`src/rtl/vend_timeout_timer.sv`:
```
// Countdown timer for vending timeouts, paced by the divided 1 kHz clock.
// Optional warning output enabled by defining TIMER_WARN_EN.
module vend_timeout_timer #(
  parameter int MS_PER_SEC = 1000,
  parameter int SEC_W      = 8,
  parameter int WARN_SEC   = 3
) (
  input  logic             clk,
  input  logic             rst,
  input  logic             clk_1k,
  input  logic             start,
  input  logic [SEC_W-1:0] load_sec,
  input  logic             pause,
  input  logic             cancel,
  output logic             busy,
  output logic [SEC_W-1:0] sec_left,
  output logic             done
`ifdef TIMER_WARN_EN
  ,
  output logic             warn
`endif
);

  localparam int MS_W = $clog2(MS_PER_SEC);
  localparam logic [MS_W-1:0] MS_MAX = MS_W'(MS_PER_SEC - 1);

  if (MS_PER_SEC < 2 || WARN_SEC < 0) begin : g_bad_param
    $error("vend_timeout_timer: bad parameter");
  end

  typedef enum logic [1:0] {
    IDLE,
    RUN,
    PAUSE
  } state_t;

  state_t          state;
  logic [MS_W-1:0] ms;
  logic            sync1;
  logic            sync2;
  logic            hist;
  logic            tick;

  // clk_1k is asynchronous data; two flops then edge history
  always_ff @(posedge clk or negedge rst) begin
    if (!rst) begin
      sync1 <= 1'b0;
      sync2 <= 1'b0;
      hist  <= 1'b0;
    end else begin
      sync1 <= clk_1k;
      sync2 <= sync1;
      hist  <= sync2;
    end
  end

  assign tick = sync2 & ~hist;

`ifdef TIMER_WARN_EN
  function automatic logic in_warn(input logic [SEC_W-1:0] s);
    return (s != '0) && (s <= SEC_W'(WARN_SEC));
  endfunction
`endif

  always_ff @(posedge clk or negedge rst) begin
    if (!rst) begin
      state    <= IDLE;
      ms       <= '0;
      busy     <= 1'b0;
      sec_left <= '0;
      done     <= 1'b0;
`ifdef TIMER_WARN_EN
      warn     <= 1'b0;
`endif
    end else begin
      done <= 1'b0;
      if (cancel) begin
        state    <= IDLE;
        busy     <= 1'b0;
        sec_left <= '0;
        ms       <= '0;
`ifdef TIMER_WARN_EN
        warn     <= 1'b0;
`endif
      end else if (start) begin
        ms <= '0;
        if (load_sec != '0) begin
          state    <= RUN;
          busy     <= 1'b1;
          sec_left <= load_sec;
`ifdef TIMER_WARN_EN
          warn     <= in_warn(load_sec);
`endif
        end else begin
          // zero load expires at once, also when restarting a run
          state    <= IDLE;
          busy     <= 1'b0;
          sec_left <= '0;
          done     <= 1'b1;
`ifdef TIMER_WARN_EN
          warn     <= 1'b0;
`endif
        end
      end else begin
        unique case (state)
          IDLE: begin
          end
          RUN: begin
            if (pause) begin
              state <= PAUSE;
            end else if (tick) begin
              if (ms == MS_MAX) begin
                ms       <= '0;
                sec_left <= sec_left - SEC_W'(1);
                if (sec_left == SEC_W'(1)) begin
                  state <= IDLE;
                  busy  <= 1'b0;
                  done  <= 1'b1;
`ifdef TIMER_WARN_EN
                  warn  <= 1'b0;
`endif
                end else begin
`ifdef TIMER_WARN_EN
                  warn  <= in_warn(sec_left - SEC_W'(1));
`endif
                end
              end else begin
                ms <= ms + MS_W'(1);
              end
            end
          end
          PAUSE: begin
            if (!pause) state <= RUN;
          end
          default: state <= IDLE;
        endcase
      end
    end
  end

endmodule

```
`config.mk`:
```
export PLATFORM = sky130hd
export DESIGN_NAME = vend_timeout_timer
export DESIGN_NICKNAME = d
export VERILOG_FILES = /design/src/rtl/vend_timeout_timer.sv
export SDC_FILE = /design/constraint.sdc
export NUM_CORES = 1
export LEC_CHECK = 0
export BUFFER_PORTS_ARGS = -buffer_cell sky130_fd_sc_hd__buf_2
export CAP_MARGIN = 30
export CORE_MARGIN = 3
export CORE_UTILIZATION = 55
export CTS_CLUSTER_DIAMETER = 40
export DETAILED_ROUTE_END_ITERATION = 8
export MAX_ROUTING_LAYER = met4
export PLACE_DENSITY_LB_ADDON = 0.25
export SYNTH_ARGS = -nofsm -noshare
export SYNTH_HDL_FRONTEND = slang
export SYNTH_SLANG_ARGS = --single-unit
```
`constraint.sdc`:
```
create_clock -name clk -period 2.71 [get_ports clk]
set_input_delay 0.4065 -clock clk [delete_from_list [all_inputs] [get_ports clk]]
set_output_delay 0.4065 -clock clk [all_outputs]
set_load 0.02 [all_outputs]
```
# After elaboration in Yosys (flattened, before gate mapping)
# Cells that the tools add are included.
[totals]
inputBits = 14
register_bits = 25
elab_cells = 70
out_inout_bits = 10
[classes]
bitwise_logic = 2
n_addsub = 2
reduce_logical = 10
n_eq_ne = 10
mux = 38
[ops]
columns = ["op", "n"]
rows = [
  ["two-way mux 10 bit", 6],
  ["two-way mux 8 bit", 7],
  ["two-way mux 1 bit", 17],
  ["!= test 5 bit, second input constant", 3],
  ["two-way mux 2 bit", 7],
  ["nonzero test 3 bit", 4],
  ["adder 10 x 1 -> 10 bit, second input constant", 1],
  ["== test 10 bit, second input constant", 1],
  ["AND reduction 5 bit", 2],
  ["== test 8 x 1 -> 1 bit, second input constant", 1],
  ["nonzero test 8 bit", 1],
  ["subtractor 8 x 1 -> 8 bit, second input constant", 1],
  ["case mux 2 bit (3 select lines)", 1],
  ["!= test 4 bit, second input constant", 1],
  ["AND reduction 4 bit", 1],
  ["!= test 3 x 2 -> 1 bit, second input constant", 1],
  ["!= test 3 bit, second input constant", 1],
  ["AND reduction 3 bit", 1],
  ["== test 2 x 1 -> 1 bit, second input constant", 1],
  ["== test 2 bit, second input constant", 1],
  ["zero test 2 bit", 1],
  ["AND 1 bit", 1],
  ["NOT 1 bit", 1],
]

# Depth between registers and ports, before layout
# Gate-level depths: netlist of run 1.
[depth]
word_depth = 8
depth_mapped = 7
depth_no_buf = 6

# Worst setup path after synthesis of run 1
# No wires, ideal clock.
[synth_timing]
kind = "reg-to-reg"
from = "register ms[3]"
to = "register sec_left[5]"
synth_period_minus_slack_ns = 2.275
required_time_ns = 2.611
setup_time_ns = 0.099
path_buffers = 1
arrival_time_ns = 2.176
stages_incl_launch_ff = 6
slack_ns = 0.435
cell_sequence = "dfrtp_1 > or3b_4 > or4_1 > buf_2 > or4_1 > a311oi_1"
[synth_via]
elab_chain_len = 3
[synth_rtl]
columns = ["item", "line_no", "text"]
rows = [
  ["start, declared", "38", "logic [MS_W-1:0] ms;"],
  ["start signal, assigned", "128", "ms <= ms + MS_W'(1);"],
  ["== test 10 bit", "112", "if (ms == MS_MAX) begin"],
  ["nonzero test 3 bit (no line)", "--", ""],
  ["AND reduction 4 bit (no line)", "--", ""],
  ["end signal, assigned", "90", "sec_left <= load_sec;"],
  ["end signal, assigned", "114", "sec_left <= sec_left - SEC_W'(1);"],
  ["end, declared", "16", "output logic [SEC_W-1:0] sec_left,"],
]
# No other way between the ends.
# A chain may end at the register's enable or synchronous reset.

# Worst setup path in the final report of run 1
[layout_timing]
from = "register state[1]"
to = "register sec_left[7]"
[layout_via]
elab_chain_len = 3
[layout_rtl]
columns = ["item", "line_no", "text"]
rows = [
  ["start, declared", "37", "state_t state;"],
  ["start signal, assigned", "67", "state <= IDLE;"],
  ["start signal, assigned", "78", "state <= IDLE;"],
  ["start signal, assigned", "88", "state <= RUN;"],
  ["== test 2 x 1 -> 1 bit", "105", "unique case (state)"],
  ["nonzero test 3 bit (no line)", "--", ""],
  ["AND reduction 4 bit (no line)", "--", ""],
]
# No other way between the ends.

==> results.md, run 1 <==
- Top FF cell, synth: dfrtp_1
- CP top delay family: simple AND/OR/NAND/NOR gates
- ANT nets after route: 0
- Starting Density: 61.4%
- Status: finished clean
- Via count: ~1300
- Max-slew violations: 0
- DP Cell Count: 198
- Clock Path Buffers: 2
- TNS Setup: 0 ps
- Sequential-to-total area share from yosys stat: 43.6%
- Number of port buffers: 23
- Largest net degree at the start of global routing: 26
- Final wirelength: between 3 and 4 mm
- Asr flop ratio synth: 100%
- Ant diodes: 0
- Max_cap viols: 0
- Setup bufs post-CTS: 0
- Fill cell count: between 150 and 200
- Leakage power: approximately 0.7 nW
- Hold-fix buffers, CTS: 0
- Share of layout cells above drive strength 1: about a fifth
- Count of cell types in the netlist: 40
- Synth-to-Final Area Change: 12.2%
- Cell area after placement: between 1500 and 2000 um^2
- Final hold vios: 0
- Via/cell ratio: about 6.3
- DRC Markers: 0
- Total core area: around 2300 um^2
- Min cycle time layout: roughly 2500 ps
- Crit path buf inv count: 1
- Worst path cell trace: inv_1 > ha_1 > nand4bb_1 > or4_1 > or4_1 > a311oi_1
- Non-Filler Instances: 202
- Root cell of the clock tree: clkbuf_4
- Worst slack, placed: 245 ps
- Final worst slack: about 210 ps
- Syn Inst Count: 151
- Synth Register Bits: 25
- Syn Area/Cell: 9.51 um^2
- Worst Setup Start Kind: flop
- DP Wirelength: between 2 and 2.5 mm
- First-pass GRT wire length: 5.21 mm
- Crit path top cell by count: or4_1
- Setup Skew: approximately 2.9 ps
- CTS buffer count: 3
- Worst Hold Slack: 42.5 ps
- Grt total ovfl: 0
- Die area: between 3000 and 4000 um^2
- R2R Setup Slk: approximately 210 ps
- CP arrival: between 2000 and 3000 ps
- TritonCTS Sinks: 25
- DR WL/cell: 15.3 um
- Unrepaired setup endpoints after global routing: no
- Gr usage total: 20.4%
- Antenna violations before repair: 0
- Vias in the first global route: roughly 1200
- Final Cycle Share: between 90% and 100%
- Mapped Nets: 171
- Largest stage delay on the critical path: slightly below 700 ps
- HP Class: in2async
- Worst EP required: between 2000 and 3000 ps
- Post-synth EDFFs: 0
- Post-route cell area: approximately 1600 um^2
- Crit Path Class: reg2reg
- Pre-Repair DR Iteration Count: 4
- DIE WIDTH: roughly 57 um
- Pwr dens: about 420 nW/um^2
- Slowest cell on crit path: or4_1
- Clock transition at path regs: 140 ps
- Later-pin clock latency in the skew report: about 320 ps
- CP max FO: 8
- Worst Tran Pin Value: ~750 ps
- Reg-to-reg critical path startpoint: state[1]$_DFFE_PN0P_
- Num ports: 24
- Peak Freq: 401 MHz
- Htree depth: 1
- Mapped Area: about 1400 um^2
- Critical R2R Capture: sec_left[7]$_DFFE_PN0P_
- Register-to-Register Path Depth: 6
- Final setup violation count: 0
- Ys Warns: 0
- Gpl congestion: between 0.8 and 0.9
- CTS tree: yes
- Die H: around 57 um
- CP Capture Type: flop
- Worst vdd ir: around 0.34 mV
- Max-slew headroom: between 40% and 50%
- DRT iter0 DRCs: 39
- Nets: between 150 and 200
- Number of gates resized after CTS: 0
- Site Rows: 17
## final cells by class
type | count | area, um^2 | area share (%)
clock inverter | 1 | 7.51 | 0.466
tap | 28 | 35.0 | 2.17
sequential | 25 | 626 | 38.8
timing repair buffer | 26 | 138 | 8.54
clock buffer | 3 | 22.5 | 1.40
inverter | 7 | 26.3 | 1.63
multi-input combinational | 112 | 757 | 47.0
## cell usage after synthesis (3+ instances only)
master / count / area [um^2]
a211oi_1: 5 / 37.5
a21oi_1: 4 / 20.0
a311oi_1: 3 / 26.3
and4_1: 5 / 43.8
clkbuf_1: 6 / 22.5
dfrtp_1: 25 / 626
ha_1: 6 / 75.1
inv_1: 7 / 26.3
nand2_1: 12 / 45.0
nand3_1: 4 / 20.0
nand4_1: 3 / 18.8
nor2_1: 19 / 71.3
nor4_1: 5 / 31.3
o2111ai_1: 3 / 26.3
o31ai_1: 3 / 22.5
or3_1: 3 / 18.8
or4_1: 6 / 45.0
xor2_1: 7 / 61.3
## stage by stage
stage                     power (mW)  util, %
after global placement         0.507     67.6
final                          0.677     68.9
after detailed placement       0.511     67.6
after floorplan                0.468        -
after CTS                      0.685     68.9
after global routing           0.714     68.9
## per-layer routing
metal  global-route usage [%]  share of wire, %
met5                        -                 0
met1                     26.4                45
met3                     4.30               5.0
met4                     4.64              0.87
met2                     33.1                50
## logic make-up (layout without fill, tap and decap cells)
family          Yosys count  after routing  share of synthesized area (%)
flops                    25             25                           43.6
mux                       1              1                          0.697
compound gates           28             28                           14.7
fa+ha+maj                 6              6                           5.23
simple gates             68             68                           26.6
xor+xnor                  9              9                           5.49
buf+inv                  14             37                           3.75
## worst max path at each step
stage | start | endpoint | slack (ps) | depth (start not counted)
final | state[1]$_DFFE_PN0P_ | sec_left[7]$_DFFE_PN0P_ | 210 | 6
after global routing | state[1]$_DFFE_PN0P_ | sec_left[5]$_DFFE_PN0P_ | 40 | 6
after CTS | state[1]$_DFFE_PN0P_ | sec_left[5]$_DFFE_PN0P_ | 210 | 6
after detailed placement | state[1]$_DFFE_PN0P_ | sec_left[5]$_DFFE_PN0P_ | 250 | 6
after global placement | ms[3]$_DFFE_PN0P_ | sec_left[3]$_DFFE_PN0P_ | 360 | 4
after floorplan | ms[3]$_DFFE_PN0P_ | sec_left[5]$_DFFE_PN0P_ | 440 | 5
## flip-flops by register name (all words and copies together) (netlist names)
name      flops
sync1         1
hist          1
state         2
ms           10
sync2         1
busy          1
done          1
sec_left      8
## cell usage in the layout (no fill, tap or decap), types with 2 or more instances in the layout
cell type / Yosys / layout
xnor2_1: 2 / 2
or3_1: 3 / 3
or4_1: 6 / 6
dfrtp_1: 25 / 25
buf_4: 0 / 3
a21oi_1: 4 / 4
o31ai_1: 3 / 3
nor2_1: 19 / 19
nor4b_1: 2 / 2
inv_1: 7 / 7
nand3_1: 4 / 4
xor2_1: 7 / 7
nand4_1: 3 / 3
and4_1: 5 / 5
nand2_1: 12 / 12
o211ai_1: 2 / 2
a211oi_1: 5 / 5
clkbuf_4: 0 / 3
ha_1: 6 / 6
a311oi_1: 3 / 3
buf_2: 1 / 23
o2111ai_1: 3 / 3
nor4_1: 5 / 5
## power by group
group	internal (mW)	switching, mW	total [mW]
Clock	0.0565	0.116	0.172
Combinational	0.0388	0.0655	0.104
Sequential	0.386	0.0140	0.400
Total	0.481	0.196	0.677
No activity file was read; power rests on OpenSTA's default activity.
==> run 2, diff against run 1 <==
Settings changed: GPL_TIMING_DRIVEN set to 0.
==> results.md, run 2 (same netlist as run 1, synthesis figures left out) <==
- Status: finished clean
- CP max FO: 8
- Num ports: 24
- Reg-to-reg critical path startpoint: state[1]$_DFFE_PN0P_
- Min cycle time layout: about 2400 ps
- Htree depth: 1
- Worst vdd ir: about 0.35 mV
- DR WL/cell: 15.0 um
- R2R Setup Slk: 270 ps
- CP arrival: ~2700 ps
- Post-route cell area: between 1500 and 2000 um^2
- Die area: 3260 um^2
- DRC Markers: 0
- Most frequent cells in the layout: dfrtp_1, buf_2, nor2_1
- Clock Path Buffers: 2
- CTS buffer count: 3
- Synth-to-Final Area Change: 13.2%
- Fill cell count: between 150 and 200
- Share of layout cells above drive strength 1: a little under a fifth
- Via/cell ratio: about 6.3
- Pre-Repair DR Iteration Count: 4
- CTS tree: yes
- Peak Freq: between 400 and 500 MHz
- TritonCTS Sinks: 25
- Clock transition at path regs: 140 ps
- Most common cell after layout, fill and taps aside: dfrtp_1
- Top reg by flops: ms
- Crit Path Class: reg2reg
- Via count: around 1300
- Number of port buffers: 23
- TNS Setup: 0 ps
- Max-slew violations: 0
- Worst Hold Slack: between 50 and 60 ps
- Register-to-Register Path Depth: 7
- Later-pin clock latency in the skew report: between 300 and 400 ps
- DRT iter0 DRCs: 44
- Critical R2R Capture: sec_left[5]$_DFFE_PN0P_
- Worst EP required: 2940 ps
- Final wirelength: just over 3 mm
- ANT nets after route: 0
- DIE WIDTH: between 50 and 60 um
- Ant diodes: 0
- Worst Setup Start Kind: flop
- DP Wirelength: 2.39 mm
- HP Class: in2async
- Final Cycle Share: 90.2%
- Grt total ovfl: 0
- Root cell of the clock tree: clkbuf_4
- CP Launch Point: state[1]$_DFFE_PN0P_
- Largest net degree at the start of global routing: 26
- Setup crit end: sec_left[5]$_DFFE_PN0P_
- Cell area after placement: 1590 um^2
- Antenna violations before repair: 0
- Max reg flops: 10
- Vias in the first global route: 1175
- Die H: between 50 and 60 um
- Final core occ: a little over two thirds
- Final setup violation count: 0
- Worst Tran Pin Value: 736 ps
- Setup bufs post-CTS: 0
- Setup Skew: about 4.2 ps
- Gr usage total: between 20% and 30%
- Final hold vios: 0
- Top flop regs: ms x10, sec_left x8, state x2
- Unrepaired setup endpoints after global routing: no
- Max_cap viols: 0
- Nets: 199
- First-pass GRT wire length: 5.29 mm
- Max-slew headroom: around half
- Site Rows: 17
- Leakage power: just over 0.7 nW
- Pwr dens: about 410 nW/um^2
- CP Capture Type: flop
- Starting Density: 61.4%
- Gpl congestion: 0.810
- Total core area: 2340 um^2
[run 2: worst min path at each step]
stage | start | to | slack, ps | depth (start not counted)
after floorplan | rst | busy$_DFFE_PN0P_ | 110 | 0
after global routing | rst | ms[7]$_DFFE_PN0P_ | 80 | 1
final | rst | ms[7]$_DFFE_PN0P_ | 50 | 1
after detailed placement | sync1$_DFF_PN0_ | sync2$_DFF_PN0_ | 340 | 0
after CTS | rst | ms[8]$_DFFE_PN0P_ | 70 | 1
after global placement | sync1$_DFF_PN0_ | sync2$_DFF_PN0_ | 340 | 0
[run 2: layout make-up]
class,count,area (um^2),area share (%)
clock buffer,3,22.5,1.39
multi-input combinational,112,768,47.3
sequential,25,626,38.5
inverter,7,26.3,1.62
clock inverter,1,5.00,0.308
buffer,7,27.5,1.69
timing repair buffer,23,115,7.08
tap,28,35.0,2.16
[run 2: layer usage]
metal  track usage [%]  vias up  wire length (um)
li1                  -      623                 -
met1              27.6      638              1520
met2              33.1       25              1450
met3              1.36        4                81
met4              5.96        0                29
met5                 -        -                 0
[run 2: repair_timing]
item                                    4_1_cts  5_1_grt
hold buffers                                  0        0
resized for setup                             0        2
endpoints found under the setup margin        0        1
[run 2: critical path: stages (launching register included)]
cell       delay (ps)
dfrtp_1           420
inv_1              80
ha_1              220
nand4bb_2         210
or4_1             500
buf_2             180
or4_1             480
a311oi_1          260
[run 2: per-stage QoR]
step	setup WS, ps	instances	power, mW
6_report	267	206	0.674
3_5_place_dp	238	202	0.512
3_3_place_gp	347	202	0.507
5_1_grt	101	206	0.703
2_1_floorplan	435	151	0.468
4_1_cts	197	206	0.677
[run 2: power by group]
group | total [mW] | internal [mW] | switching [mW]
sequential | 0.399 | 0.386 | 0.0137
clock | 0.168 | 0.0552 | 0.113
combinational | 0.107 | 0.0398 | 0.0669
total | 0.674 | 0.481 | 0.193
==> run 3, diff against run 2 <==
Settings changed: CORE_UTILIZATION 55 to 58, CTS_BUF_LIST set to sky130_fd_sc_hd__clkbuf_8.
==> results.md, run 3 (same netlist as run 1, synthesis figures left out) <==
- Min cycle time layout: around 2500 ps
- Top flop regs: ms x10, sec_left x8, state x2
- Htree depth: 1
- HP Class: in2async
- Synth-to-Final Area Change: 13.6%
- Leakage power: between 0.7 and 0.8 nW
- Later-pin clock latency in the skew report: 270 ps
- DP Wirelength: roughly 2.4 mm
- CP max FO: 8
- Max_cap viols: 0
- Vias in the first global route: approximately 1200
- Antenna violations before repair: 0
- Max reg flops: 10
- DP Cell Count: between 200 and 250
- Final Power: slightly above 0.7 mW
- Worst Hold Slack: roughly 120 ps
- DRC Markers: 0
- Ant diodes: 0
- CP Capture Type: flop
- Clock Path Buffers: 2
- Via count: between 1000 and 1500
- Pwr dens: ~440 nW/um^2
- Gr usage total: 21.7%
- Peak Freq: ~400 MHz
- TNS Setup: 0 ps
- Final hold vios: 0
- Unrepaired setup endpoints after global routing: no
- Root cell of the clock tree: clkbuf_8
- Worst slack, placed: around 210 ps
- Most frequent cells in the layout: dfrtp_1, buf_2, nor2_1
- Clock transition at path regs: ~80 ps
- Status: finished clean
- Number of gates resized after CTS: 0
- Final Cycle Share: 93.1%
- Crit Path Class: reg2reg
- Die H: between 50 and 60 um
- Worst Setup Start Kind: flop
- DR WL/cell: ~15 um
- Top reg by flops: ms
- Die area: 3110 um^2
- Gpl congestion: 0.841
- DRT iter0 DRCs: 47
- Worst EP required: between 2000 and 3000 ps
- CP arrival: around 2700 ps
- TritonCTS Sinks: 25
- CTS tree: yes
- Worst Tran Pin Value: between 800 and 900 ps
- Reg-to-reg critical path startpoint: state[1]$_DFFE_PN0P_
- Total core area: ~2300 um^2
- Setup bufs post-CTS: 0
- Hold-fix buffers, CTS: 0
- Via/cell ratio: about 6
- ANT nets after route: 0
- Final wirelength: between 3 and 4 mm
- Critical R2R Capture: sec_left[3]$_DFFE_PN0P_
- Grt total ovfl: 0
- First-pass GRT wire length: 5.33 mm
- Final worst slack: roughly 190 ps
- Final setup violation count: 0
- Worst vdd ir: approximately 0.40 mV
- Starting Density: a little over three fifths
- Setup Skew: about 1.6 ps
- Most common cell after layout, fill and taps aside: dfrtp_1
- Max-slew violations: 0
- Share of layout cells above drive strength 1: about 17%
- DIE WIDTH: approximately 56 um
- R2R Setup Slk: 190 ps
- Largest net degree at the start of global routing: 26
- Post-route cell area: about 1600 um^2
- Pre-Repair DR Iteration Count: 4
- Site Rows: 17
- CTS buffer count: 3
- Register-to-Register Path Depth: 7
- Non-Filler Instances: 206
- Final core occ: 71.7%
- Max-slew headroom: about two fifths
- Cell area after placement: 1590 um^2
- Nets: a little under 200
- Num ports: 24
- Number of port buffers: 23
==> run 3: worst max-delay path by stage <==
stage / cells past startpoint / endpoint / slack (ps) / startpoint
after global routing: 7 / sec_left[5]$_DFFE_PN0P_ / 50 / state[1]$_DFFE_PN0P_
after floorplan: 5 / sec_left[5]$_DFFE_PN0P_ / 440 / ms[3]$_DFFE_PN0P_
final: 7 / sec_left[3]$_DFFE_PN0P_ / 190 / state[1]$_DFFE_PN0P_
after detailed placement: 7 / sec_left[3]$_DFFE_PN0P_ / 210 / state[1]$_DFFE_PN0P_
after global placement: 7 / sec_left[3]$_DFFE_PN0P_ / 360 / state[1]$_DFFE_PN0P_
after CTS: 7 / sec_left[3]$_DFFE_PN0P_ / 190 / state[1]$_DFFE_PN0P_
==> run 3: worst max-delay path: stages (launching register included) <==
cell	delay [ps]
dfrtp_1	410
inv_1	90
ha_1	200
nand4bb_1	240
or4_1	550
buf_2	190
or4_1	480
a311oi_1	270
==> run 3: per-layer routing <==
metal | vias up | wire [um] | GRT usage, %
met5 | - | 0 | -
met4 | 0 | 47 | 7.29
met3 | 5 | 162 | 2.78
met2 | 38 | 1520 | 35.8
met1 | 604 | 1390 | 27.7
li1 | 613 | - | -
==> run 3: final cells by class <==
cell class                 instances  area, um^2
multi-input combinational        112         757
clock inverter                     1        3.75
inverter                           7        26.3
fill                             174         644
timing repair buffer              23         115
tap                               28        35.0
clock buffer                       3        41.3
sequential                        25         626
buffer                             7        27.5
==> run 3: power by group <==
group	switching (mW)	internal [mW]	leakage, nW
Sequential	0.0137	0.385	0.332
Combinational	0.0667	0.0392	0.355
Clock	0.114	0.101	0.0269
Total	0.195	0.526	0.714
